**src/rtl/v_pkg.sv**
```systemverilog
// Shared definitions for the element-serial vector execute stage:
// element geometry, ALU op encoding and the sequencer FSM state type.
package v_pkg;

  localparam int unsigned XLEN   = 32;  // element width in bits
  localparam int unsigned MAX_VL = 10;  // elements per vector register
  localparam int unsigned IDX_W  = 4;   // ele_index / vl width, 2^IDX_W > MAX_VL

  localparam logic [2:0] VOP_ADD = 3'd0;
  localparam logic [2:0] VOP_SUB = 3'd1;  // vs1 - vs2
  localparam logic [2:0] VOP_AND = 3'd2;
  localparam logic [2:0] VOP_OR  = 3'd3;
  localparam logic [2:0] VOP_XOR = 3'd4;
  localparam logic [2:0] VOP_SLL = 3'd5;
  localparam logic [2:0] VOP_SRL = 3'd6;
  localparam logic [2:0] VOP_SRA = 3'd7;

  typedef enum logic [1:0] {
    StIdle,
    StRead,
    StWrite,
    StFin
  } seq_state_e;

endpackage

```
**src/rtl/v_elem_sequencer_if.sv**
```systemverilog
// Bus bundle between the vector sequencer and its neighbours: the instruction
// valid/ready handshake, status flags, and the register-file element port.
//   master : the sequencer (drives in_ready, status, rf_* / ele_index / stg_en /
//            v_write / vw_data; receives the instruction and vs1/vs2 read data)
//   slave  : the instruction source plus register file (opposite directions)
interface v_elem_sequencer_if;
  import v_pkg::*;

  // Instruction handshake
  logic             in_valid;
  logic             in_ready;
  logic [4:0]       in_vs1;
  logic [4:0]       in_vs2;
  logic [4:0]       in_vd;
  logic [2:0]       in_op;
  logic [IDX_W-1:0] in_vl;

  // Status
  logic             busy;
  logic             done;

  // Register-file element port
  logic [4:0]       rf_vs1;
  logic [4:0]       rf_vs2;
  logic [4:0]       rf_vd;
  logic [IDX_W-1:0] ele_index;
  logic             stg_en;
  logic             v_write;
  logic [XLEN-1:0]  vw_data;
  logic [XLEN-1:0]  vs1_data;
  logic [XLEN-1:0]  vs2_data;

  modport master (
    input  in_valid, in_vs1, in_vs2, in_vd, in_op, in_vl, vs1_data, vs2_data,
    output in_ready, busy, done, rf_vs1, rf_vs2, rf_vd, ele_index, stg_en, v_write,
           vw_data
  );

  modport slave (
    output in_valid, in_vs1, in_vs2, in_vd, in_op, in_vl, vs1_data, vs2_data,
    input  in_ready, busy, done, rf_vs1, rf_vs2, rf_vd, ele_index, stg_en, v_write,
           vw_data
  );

endinterface

```
**src/rtl/v_elem_alu.sv**
```systemverilog
// Combinational element ALU.
//   op     : operation select (VOP_* encoding)
//   a, b   : element operands (a = vs1 element, b = vs2 element)
//   result : op(a, b); add/sub wrap, shifts use b[4:0], SRA is arithmetic
module v_elem_alu
  import v_pkg::*;
(
  input  logic [2:0]      op,
  input  logic [XLEN-1:0] a,
  input  logic [XLEN-1:0] b,
  output logic [XLEN-1:0] result
);

  logic [4:0] shamt;
  assign shamt = b[4:0];

  always_comb begin
    result = '0;
    unique case (op)
      VOP_ADD: result = a + b;
      VOP_SUB: result = a - b;
      VOP_AND: result = a & b;
      VOP_OR:  result = a | b;
      VOP_XOR: result = a ^ b;
      VOP_SLL: result = a << shamt;
      VOP_SRL: result = a >> shamt;
      VOP_SRA: result = $unsigned($signed(a) >>> shamt);
      default: result = '0;
    endcase
  end

endmodule

```
**src/rtl/v_elem_sequencer.sv**
```systemverilog
// Element-serial vector execute stage. Accepts one vector-vector instruction,
// then alternates READ / WRITE cycles per element on the register-file port,
// writing ALU(op, vs1[i], vs2[i]) to vd[i] for i = 0 .. vl_eff-1, then pulses done.
//   clk, rst : clock, synchronous active-high reset
//   bus      : master side of v_elem_sequencer_if (handshake, status, RF port)
module v_elem_sequencer
  import v_pkg::*;
(
  input  logic                  clk,
  input  logic                  rst,
  v_elem_sequencer_if.master    bus
);

  localparam logic [IDX_W-1:0] MaxVl = IDX_W'(MAX_VL);

  seq_state_e       state_q, state_d;
  logic [IDX_W-1:0] idx_q, idx_d;
  logic [IDX_W-1:0] vl_q, vl_d;
  logic [4:0]       vs1_q, vs1_d;
  logic [4:0]       vs2_q, vs2_d;
  logic [4:0]       vd_q, vd_d;
  logic [2:0]       op_q, op_d;
  logic [XLEN-1:0]  alu_result;

  // Read data is registered in the RF, so during WRITE it already holds element idx.
  v_elem_alu u_alu (
    .op     (op_q),
    .a      (bus.vs1_data),
    .b      (bus.vs2_data),
    .result (alu_result)
  );

  always_ff @(posedge clk) begin
    if (rst) begin
      state_q <= StIdle;
      idx_q   <= '0;
      vl_q    <= '0;
      vs1_q   <= '0;
      vs2_q   <= '0;
      vd_q    <= '0;
      op_q    <= '0;
    end else begin
      state_q <= state_d;
      idx_q   <= idx_d;
      vl_q    <= vl_d;
      vs1_q   <= vs1_d;
      vs2_q   <= vs2_d;
      vd_q    <= vd_d;
      op_q    <= op_d;
    end
  end

  always_comb begin
    state_d      = state_q;
    idx_d        = idx_q;
    vl_d         = vl_q;
    vs1_d        = vs1_q;
    vs2_d        = vs2_q;
    vd_d         = vd_q;
    op_d         = op_q;
    bus.in_ready = 1'b0;
    bus.done     = 1'b0;
    bus.stg_en   = 1'b0;
    bus.v_write  = 1'b0;
    bus.vw_data  = '0;

    case (state_q)
      StIdle: begin
        bus.in_ready = 1'b1;
        if (bus.in_valid) begin
          vs1_d   = bus.in_vs1;
          vs2_d   = bus.in_vs2;
          vd_d    = bus.in_vd;
          op_d    = bus.in_op;
          vl_d    = (bus.in_vl > MaxVl) ? MaxVl : bus.in_vl;
          idx_d   = '0;
          state_d = (vl_d == '0) ? StFin : StRead;
        end
      end
      StRead: begin
        bus.stg_en = 1'b1;
        state_d    = StWrite;
      end
      StWrite: begin
        bus.stg_en  = 1'b1;
        bus.v_write = 1'b1;
        bus.vw_data = alu_result;
        if (idx_q + IDX_W'(1) == vl_q) begin
          state_d = StFin;
        end else begin
          idx_d   = idx_q + IDX_W'(1);
          state_d = StRead;
        end
      end
      StFin: begin
        bus.done = 1'b1;
        idx_d    = '0;
        state_d  = StIdle;
      end
      default: state_d = StIdle;
    endcase
  end

  assign bus.busy      = (state_q != StIdle);
  assign bus.ele_index = idx_q;
  assign bus.rf_vs1    = vs1_q;
  assign bus.rf_vs2    = vs2_q;
  assign bus.rf_vd     = vd_q;

endmodule

```
**src/flat_wrapper.sv**
```systemverilog
// flat-port wrapper written by rule: the top's interface ports become plain ports
module v_elem_sequencer_flat import v_pkg::*;
  (clk, rst, bus_in_valid, bus_in_vs1, bus_in_vs2, bus_in_vd, bus_in_op, bus_in_vl, bus_vs1_data, bus_vs2_data, bus_in_ready, bus_busy, bus_done, bus_rf_vs1, bus_rf_vs2, bus_rf_vd, bus_ele_index, bus_stg_en, bus_v_write, bus_vw_data);
  v_elem_sequencer_if bus_i ();
  input  logic clk;
  input  logic rst;
  input wire logic [$bits(bus_i.in_valid)-1:0] bus_in_valid;
  input wire logic [$bits(bus_i.in_vs1)-1:0] bus_in_vs1;
  input wire logic [$bits(bus_i.in_vs2)-1:0] bus_in_vs2;
  input wire logic [$bits(bus_i.in_vd)-1:0] bus_in_vd;
  input wire logic [$bits(bus_i.in_op)-1:0] bus_in_op;
  input wire logic [$bits(bus_i.in_vl)-1:0] bus_in_vl;
  input wire logic [$bits(bus_i.vs1_data)-1:0] bus_vs1_data;
  input wire logic [$bits(bus_i.vs2_data)-1:0] bus_vs2_data;
  output wire logic [$bits(bus_i.in_ready)-1:0] bus_in_ready;
  output wire logic [$bits(bus_i.busy)-1:0] bus_busy;
  output wire logic [$bits(bus_i.done)-1:0] bus_done;
  output wire logic [$bits(bus_i.rf_vs1)-1:0] bus_rf_vs1;
  output wire logic [$bits(bus_i.rf_vs2)-1:0] bus_rf_vs2;
  output wire logic [$bits(bus_i.rf_vd)-1:0] bus_rf_vd;
  output wire logic [$bits(bus_i.ele_index)-1:0] bus_ele_index;
  output wire logic [$bits(bus_i.stg_en)-1:0] bus_stg_en;
  output wire logic [$bits(bus_i.v_write)-1:0] bus_v_write;
  output wire logic [$bits(bus_i.vw_data)-1:0] bus_vw_data;
  assign bus_i.in_valid = bus_in_valid;
  assign bus_i.in_vs1 = bus_in_vs1;
  assign bus_i.in_vs2 = bus_in_vs2;
  assign bus_i.in_vd = bus_in_vd;
  assign bus_i.in_op = bus_in_op;
  assign bus_i.in_vl = bus_in_vl;
  assign bus_i.vs1_data = bus_vs1_data;
  assign bus_i.vs2_data = bus_vs2_data;
  assign bus_in_ready = bus_i.in_ready;
  assign bus_busy = bus_i.busy;
  assign bus_done = bus_i.done;
  assign bus_rf_vs1 = bus_i.rf_vs1;
  assign bus_rf_vs2 = bus_i.rf_vs2;
  assign bus_rf_vd = bus_i.rf_vd;
  assign bus_ele_index = bus_i.ele_index;
  assign bus_stg_en = bus_i.stg_en;
  assign bus_v_write = bus_i.v_write;
  assign bus_vw_data = bus_i.vw_data;
  v_elem_sequencer u_core (.clk(clk), .rst(rst), .bus(bus_i));
endmodule
```
**config.mk**
```make
export PLATFORM = sky130hd
export DESIGN_NAME = v_elem_sequencer_flat
export DESIGN_NICKNAME = d
export VERILOG_FILES = /design/src/rtl/v_pkg.sv /design/src/rtl/v_elem_sequencer_if.sv /design/src/rtl/v_elem_alu.sv /design/src/rtl/v_elem_sequencer.sv /design/src/flat_wrapper.sv
export SDC_FILE = /design/constraint.sdc
export NUM_CORES = 1
export LEC_CHECK = 0
export ABC_AREA = 1
export CORE_ASPECT_RATIO = 2
export CORE_UTILIZATION = 58
export CTS_CLUSTER_SIZE = 14
export DETAILED_ROUTE_END_ITERATION = 6
export DONT_BUFFER_PORTS = 1
export HOLD_SLACK_MARGIN = 0.03
export PLACE_DENSITY = 0.77
export SKIP_CTS_REPAIR_TIMING = 1
export SLEW_MARGIN = 20
export SYNTH_ARGS = -nofsm -noshare
export SYNTH_HDL_FRONTEND = slang
export SYNTH_SLANG_ARGS = --single-unit
```
**constraint.sdc**
```tcl
create_clock -name clk -period 2.8 [get_ports clk]
set_input_delay 0.14 -clock clk [delete_from_list [all_inputs] [get_ports clk]]
set_output_delay 0.14 -clock clk [all_outputs]
set_load 0.01 [all_outputs]
```
==> results of run 1 <==
per-stage QoR:
stage	setup TNS (ps)	setup slack (ps)	utilization, %	hold WS [ps]
after global placement	-3660	-347	66.3	214
after CTS	-10840	-489	66.9	-80.4
after floorplan	-11.5	-11.5	-	212
after detailed placement	-4880	-403	66.3	215
layer usage:
layer | GRT usage, % | GRT overflow
met2 | 91.3 | 1
met4 | 68.1 | 1
met3 | 33.0 | 0
met5 | 5.86 | 1
met1 | 56.9 | 0
synthesized netlist by cell type (all sizes together):
| master | number |
|---|---|
| dfxtp | 28 |
| inv | 208 |
| a21o | 1 |
| a21oi | 106 |
| o2111a | 1 |
| a21boi | 1 |
| a221oi | 3 |
| clkbuf | 25 |
| buf | 54 |
| nand4 | 19 |
| o21ai | 113 |
| nor3 | 11 |
| or2 | 2 |
| ha | 102 |
| fa | 1 |
| and2 | 8 |
| o2111ai | 10 |
| o21bai | 5 |
| o21a | 1 |
| a31oi | 3 |
| a211oi | 10 |
| xor2 | 33 |
| a22oi | 1 |
| xnor2 | 4 |
| nor2 | 187 |
| nand3 | 304 |
| o211ai | 19 |
| nor4 | 5 |
| o31ai | 2 |
| nand2 | 573 |
| nand3b | 3 |
cell families after synthesis:
| kind of cell | count (synthesis) | share of synthesized area, % |
|---|---|---|
| AO/OA/AOI/OAI | 276 | 16.0 |
| XOR/XNOR | 37 | 3.35 |
| adder cells (fa/ha/maj) | 103 | 13.4 |
| buffers and inverters | 287 | 12.2 |
| flip-flops | 28 | 5.79 |
| AND/OR/NAND/NOR | 1112 | 49.3 |
==> metrics list, run 1 <==
- The flow did not finish.
- The flow stopped in global routing (5_1_grt).
- Tool error: [ERROR GRT-0116] Global routing finished with congestion. Check the congestion regions in the DRC Viewer.
- The tree is rooted in a clkbuf_16.
- Top Ports: about 150
- The first global-routing pass estimated 80,000 µm of wire.
- The via count of the first global-routing pass is approximately 14,000.
- At the end of routability-driven placement, the weighted congestion stood at between 1 and 1.5.
- Entering global routing, the biggest net connects approximately 70 pins.
- Count of standard-cell rows: 66
* Die W: between 90 and 100 µm
- Synthesis warning total: 0
- Once placement completed, the tool counted placed cells totaling ~2,100.
- Sequential share of the synthesized area: under 10%
- Number of register bits inferred by synthesis: 28
- Global routing used between 60 and 70% of the available tracks across all layers.
- Post-detail-place hpwl: ~38,000 µm
* Max clock buf depth: 2
- Number of buffers inserted by port buffering: 0
- Die height: about 180 µm
* Top cells by area, synth: nand2_1 22%, nand3_1 16%, ha_1 13%
- The number of nets in the synthesized netlist is around 2,000.
- After synthesis, the mean cell area works out to 5.25 µm².
* Library cells used by synthesis: 45
* TritonCTS Buffers: 3
- The placed instances occupy a cell area of around 11,000 µm².
* Total gr overflow: 3
* Post-Syn Area: approximately 9700 µm²
- The largest total area in the synthesized netlist belongs to nand2_1.
- The synthesized design devotes to its leading area cell type 22.1% of total area.
* CTS sink cnt: 28
* Number of H-tree levels: 1
- Number of instances in the synthesized netlist: approximately 1,800
- Starting utilization of the core area: 59.5%
==> inputs of run 2 (changes only) <==
Settings changed: CORE_ASPECT_RATIO 2 to default, CORE_UTILIZATION 58 to 40, CTS_CLUSTER_SIZE 14 to default, HOLD_SLACK_MARGIN 0.03 to default, PLACE_DENSITY 0.77 to default, PLACE_DENSITY_LB_ADDON from default to 0.15.
Clock period 2.8 ns to 3.6 ns, I/O delays scaled along.
==> run 2 against run 1 <==
The flow now finishes without violations. Area after synthesis stayed put. Synthesized cell count stayed put.
==> metrics list, run 2 <==
- Largest family of logic cells by synthesized area: simple AND/OR/NAND/NOR gates
- Detailed Routing Iterations Pass 1: 6
- In this run the remaining antenna-violating nets after routing total 0.
- The tree is rooted in a clkbuf_16.
- The initial antenna violation count is 0.
* Fraction of final layout cells with drive strength greater than 1: 4.43%
- Overall power after layout: 2.95 mW
- Final WL: roughly 43,000 µm
- In this run the static leakage power is a little over 5 nW.
- Entering global routing, the biggest net connects around 70 pins.
* Dominant delay contributor by cell family on the critical path: simple AND/OR/NAND/NOR gates
* Clock input transition at the sequential cells of the worst setup and hold paths: around 70 ps
- After routing, the total negative slack on setup checks comes to 0 ps.
* Max clock buf depth: 2
- Number of hold violations in the final report: 0
* Antenna diodes: 0
* Portion of netlist area occupied by mux cells: 0%
- Global routing used between 30% and 40% of the available tracks.
- Area taken by multi-input logic gates: ~8000 µm²
* Register area: approximately 560 µm²
* Peak Freq: 286 MHz
- For this run, the slowest stage of the critical path takes 390 ps.
- VDD IR-drop max: roughly 0.22 mV
* Die height: around 160 µm
- The library cells used most frequently in the layout, excluding fill and tap cells, are 570 x nand2_1, 301 x nand3_1, 199 x inv_1, 172 x nor2_1, 102 x a21oi_1.
- Final-report max-slew violation count: 0
- In the routed design, unresolved DRC markers number 0.
* Library cells used by synthesis: 45
* Last weighted congestion value of the routability-driven placer: 1.06
* Post-detail-place hpwl: ~35,000 µm
- For the pin with the worst max-slew slack, the measured transition is about 960 ps.
- After synthesis, the cell types taking the most area are nand2_1 22%, nand3_1 16%, ha_1 13%.
- Synthesis warning total: 0
- Data on the critical path is required at its endpoint by roughly 3400 ps.
* Syn Nets: between 2,000 and 2,500
- Sequential share of the synthesized area: slightly below 6%
- Critical Path Source Type: flip-flop
- In this run the tool buffered the top-level ports with 0 buffer cells.
- Final nets: between 1,500 and 2,000
* Clock tree from TritonCTS: done
* Ordered cell list for the critical path: nor2_4 > inv_4 > nor2_8 > inv_4 > o31ai_1 > o21ai_0 > xor2_1 > ha_2 > nand2_1 > nor2_1 > inv_1 > nor3_1 > nand2_1 > nand3_1 > nand2_1 > nand2_1 > o21ai_0 > a21oi_1 > buf_4
- Avg Vias per Cell: a little under 6
- Most frequent cells after synthesis: 571 x nand2_1, 302 x nand3_1, 199 x inv_1
* Leading area contributor after synthesis: nand2_1
- CTS built an H-tree with a depth of 1.
- The total area inside the core boundary comes to around 24,000 µm².
- Final cell utilization of the core: between 40% and 50%
- Filler Cells Inserted: between 2,000 and 3,000
- Along the worst path, the maximum fanout reaches 20.
* Count of standard-cell rows: 56
- Worst relative slew slack: 35.6%
* Crit path max-delay cell type: ha_2
* Starting utilization of the core area: between 40 and 50%
- Primary FF master, synth: dfxtp_1
- TritonCTS Buffers: 3
* Most instantiated library cell after synthesis: nand2_1
- Initial drt markers: approximately 1,300
* Origin of the worst min-delay path: bus_in_vl[2]
- Share of Yosys cell area claimed by the top area cell type: between 20 and 25%
- The clock period could shrink to between 3000 and 4000 ps.
- Setup repair after global routing could not meet its margin everywhere.
- Clock latency of the later-clocked register in the worst-skew pair: ~270 ps
- After global routing the overflow that remains totals 0.
- Endpoint kind of the worst setup timing path: output port
- Post-synthesis compound-gate area fraction: ~16%
* Commonest non-fill, non-tap cell in the layout: nand2_1
- Worst hold slack: 73.8 ps
- Top Ports: ~150
- Averaged over all synthesized cells, the footprint is roughly 5.3 µm².
* Post-Syn Area: between 9000 and 10,000 µm²
* Die W: ~160 µm
- CTS sink cnt: 28
- For the final database, setup skew stands at between 1.5 and 2 ps.
* Total vias in the final route: ~12,000
* DR WL/cell: 20.5 µm
- Share of synthesized cell area in and, or, nand and nor gates: about 50%
* Synthesis-to-layout area growth: 4.38%
- The die covers 24,800 µm².
* Number of buffer and inverter stages on the critical path: 4
- Number of register bits inferred by synthesis: 28
- Dividing total power by cell area gives a power density of just under 300 nW/µm².
- Count of endpoints failing setup in the final report: 0
* Xor/xnor share of the synthesized area: around 3.3%
- FF-to-FF Start: u_core.state_q[0]
- First-pass GRT wire length: ~65,000 µm
- Crit path launch: u_core.op_q[1]
- Worst min path class: in -> reg
* Part of the cycle the worst path needs: between 90% and 100%
- Number of instances in the synthesized netlist: 1,843
* Kind of critical path: reg -> out
- Post-synth EDFFs: 0
* Max Cap Viol: 0
* Run status: finished, final reports clean
- Of the total synthesized cell area, the portion taken by full adders, half adders and majority gates is a little over an eighth.
* Asr flop ratio synth: 0%
* Number of global-route vias before repair: roughly 11,000
- Library cell appearing most often on the critical path: nand2_1
* Crit path arrival time: approximately 3300 ps
[run 2: logic make-up after synthesis]
group	Yosys count
compound gates	276
flops	28
buf+inv	287
xor+xnor	37
fa+ha+maj	103
simple gates	1112
[run 2: routing by layer]
| metal | global-route usage (%) | part of all wire, % | vias to the layer above | routed length, µm |
|---|---|---|---|---|
| met3 | 7.24 | 9.2 | 80 | 4010 |
| met2 | 53.5 | 43 | 548 | 18600 |
| li1 | - | - | 5992 | - |
| met5 | 0 | 0 | - | 0 |
| met4 | 10.7 | 3.3 | 0 | 1440 |
| met1 | 47.5 | 45 | 5656 | 19500 |
[run 2: layout make-up]
type | count | area share, %
Clock buffer | 4 | 0.879
Tap cell | 319 | 3.95
Multi-Input combinational cell | 1528 | 79.1
Inverter | 208 | 7.80
Timing Repair Buffer | 36 | 2.70
Sequential cell | 28 | 5.55
[run 2: path summary, 6_finish.rpt]
path,slack (ps),cells past startpoint,to
worst max-delay path,110,19,bus_vw_data[14]
worst min-delay path,70,2,u_core.vl_q[2]
worst max register to register,1500,10,u_core.bus.ele_index[2]
worst min register to register,510,2,u_core.vl_q[3]
[run 2: power breakdown]
part	switching (mW)	total [mW]	leakage (nW)	internal, mW
Sequential	0.0592	0.420	0.232	0.361
Clock	0.108	0.279	0.0442	0.171
Combinational	1.53	2.25	4.91	0.716
Total	1.70	2.95	5.19	1.25
[run 2: through the flow]
| step | cell area, µm² | setup WS, ps | cells |
|---|---|---|---|
| after floorplan | 9680 | 381 | 1843 |
| after global placement | 9950 | 237 | 2118 |
| after detailed placement | 9950 | 201 | 2118 |
| after CTS | 10000 | 39.3 | 2122 |
| after global routing | 10100 | -44.3 | 2123 |
| final | 10100 | 107 | 2123 |
(Power assumes the default switching activity.)
==> inputs of run 3 (changes only) <==
Settings changed: CORE_ASPECT_RATIO from default to 1.2.
==> run 3 against run 2 <==
Non-clock buffer count grew 6. Combinational power is essentially flat. Global-route usage shrank 0.96 points.
==> metrics list, run 3 (synthesis results as in run 2) <==
- Synthesis-to-layout area growth: 4.80%
- Worst relative slew slack: between 40% and 50%
- From left edge to right edge, the die measures 144 µm.
- Number of hold violations in the final report: 0
* Clock latency of the later-clocked register in the worst-skew pair: between 200 and 300 ps
- The via count of the first global-routing pass came to 11,500.
- P_int: between 1 and 1.5 mW
- STA puts the critical path data arrival time at approximately 3200 ps.
- Antenna diodes: 0
* Met1 GRT Util: between 40 and 50%
* Detailed Routing Iterations Pass 1: 5
* Number of H-tree levels: 1
* Starting utilization of the core area: between 40% and 50%
- Combinational logic burns roughly 76% of the power.
- Global-route track usage on met2: 56.8%
- Worst hold slack: approximately 78 ps
* Commonest non-fill, non-tap cells in the layout: 571 x nand2_1, 302 x nand3_1, 199 x inv_1, 177 x nor2_1, 104 x a21oi_1
- After routing the design area is 10,100 µm².
- The floorplan has 62 rows.
* Clock share of power: 9.5%
* Library cell used as clock root buffer: clkbuf_16
- IR analysis of the VDD net gives a maximum drop of around 0.30 mV.
- 145 I/O pins were placed.
- Busiest layer in global routing: met2
- Die height: about 170 µm
- The tightest min-delay check is of the in -> reg type.
- The library cell used most frequently in the layout, excluding fill and tap cells, is nand2_1.
* Max clock buf depth: 2
- Endpoint kind of the worst setup timing path: output port
- Entering global routing, the biggest net connects between 60 and 70 pins.
- In this run the worst path has a maximum fanout of 11.
* Post-detail-place hpwl: 34,200 µm
- Kind of critical path: reg -> out
- DR WL/cell: 19.6 µm
* Critical Path Source Type: flip-flop
* Placed cell count: between 2,000 and 2,500
- TritonCTS Buffers: 3
- Setup violations remaining at the end of the flow were counted as 0.
- In the global route stage, overall resource usage came out at 33.6%.
* Initial drt markers: 1,155
* Net switching share of the total power: a little under three fifths
* Core area: 23,800 µm²
- Number of standard cells in the layout, taps in and fillers out: 2,130
* Ratio of total power to cell area: 288 nW/µm²
- The clock net in this run drives a total of 28 sinks.
* First-pass GRT wire length: between 60,000 and 70,000 µm
* Avg Vias per Cell: approximately 5.7
- Once detail routing completed, the nets flagged for antenna violations numbered 0.
* Remaining design rule violation count: 0
- GRT met3 Usage: roughly 4.5%
- The final critical path takes up around 95% of the cycle.
- Once placement finished, the instance area stood at roughly 10,000 µm².
- The layout has 2,800 filler cells.
- Total gr overflow: 0
- The post-route netlist has 4.53% of its cells at a drive strength greater than 1.
- Peak Freq: about 290 MHz
- After layout, the minimum clock period comes to 3410 ps.
- Power share of the sequential group: 14.4%
* Fin worst setup slack: roughly 190 ps
- The congestion estimate from routability-driven global placement came to roughly 1.0.
- The total count of max-transition violations in the final report is 0.
- Input and output buffers added on the ports amount to 0.
- For this block, the routed nets add up to approximately 42,000 µm of wire.
* Final nets: 2,003
- Clock input transition at the sequential cells of the worst setup and hold paths: ~70 ps
* Transition at the pin with the smallest max-transition slack: between 800 and 900 ps
- Setup slack at placement: between 200 and 250 ps
- Total vias in the final route: between 10,000 and 15,000
* Setup skew after layout: between 4 and 5 ps
- The analysis attributes to net switching a power of 1.67 mW.
- Antenna violations before repair: 0
- Static leakage power: 5.21 nW
* Run status: finished, final reports clean
- The die covers ~25,000 µm².
- Clock tree from TritonCTS: done
- Data on the critical path is required at its endpoint by 3420 ps.
- Max Cap Viol: 0
==> run 3: cell count changes in the layout (fill, tap and decap cells not counted), moves of 2 or more <==
cell,delta
a21oi_1,+2
ha_1,-3
a21oi_2,-2
buf_4,+5
nor2_2,-5
nor2_1,+5
ha_2,+3
==> run 3: per-stage QoR <==
step | setup TNS [ps] | util (%) | power, mW
floorplan | 0 | - | 2.02
global placement | 0 | 42.0 | 2.59
detailed placement | 0 | 42.0 | 2.60
CTS | 0 | 42.4 | 2.88
global route | -16.9 | 42.6 | 3.21
finish | 0 | 42.6 | 2.92
==> run 3: final cells by class <==
class                           instances  area, µm²  area share [%]
Inverter                              208        788            7.77
Timing Repair Buffer                   42        322            3.17
Clock buffer                            4       88.8           0.876
Multi-Input combinational cell       1528       7980            78.7
Tap cell                              320        400            3.95
Sequential cell                        28        561            5.53
==> run 3: path summary, 6_finish.rpt <==
path	startpoint	to	slack (ps)	cells past startpoint
worst max register to register	u_core.state_q[0]	u_core.vl_q[0]	1360	6
worst max-delay path	u_core.op_q[1]	bus_vw_data[26]	190	20
worst min register to register	u_core.vl_q[3]	u_core.vl_q[3]	520	2
worst min-delay path	bus_in_vl[2]	u_core.vl_q[2]	80	2
==> run 3: per-layer routing <==
layer / routed length (µm) / part of all wire [%]
met1: 17600 / 42
met5: 0 / 0
met3: 3120 / 7.5
met4: 1710 / 4.1
met2: 19500 / 47
==> run 3: power by group through the flow <==
| stage | clock network (mW) | registers [mW] | logic (mW) |
|---|---|---|---|
| floorplan | 0 | 0.420 | 1.60 |
| detailed placement | 0 | 0.429 | 2.17 |
| global route | 0.292 | 0.427 | 2.49 |
| finish | 0.277 | 0.420 | 2.23 |
| global placement | 0 | 0.428 | 2.17 |
| CTS | 0.281 | 0.422 | 2.18 |
==> run 3: worst max-delay path, stage by stage (launching register included) <==
cell     delay, ps
dfxtp_1        370
nor2_4          60
inv_4           70
nor2_8          40
inv_4          120
buf_4          200
o21ai_0        160
xor2_1         180
ha_1           420
nand2_1        120
inv_1           70
nand2_1        110
nor2_1         200
and2_1         150
nand2_1         90
nand2_1         80
nand2_1         50
nand3_1         80
nand2_1         80
nor2_1         170
buf_4          150
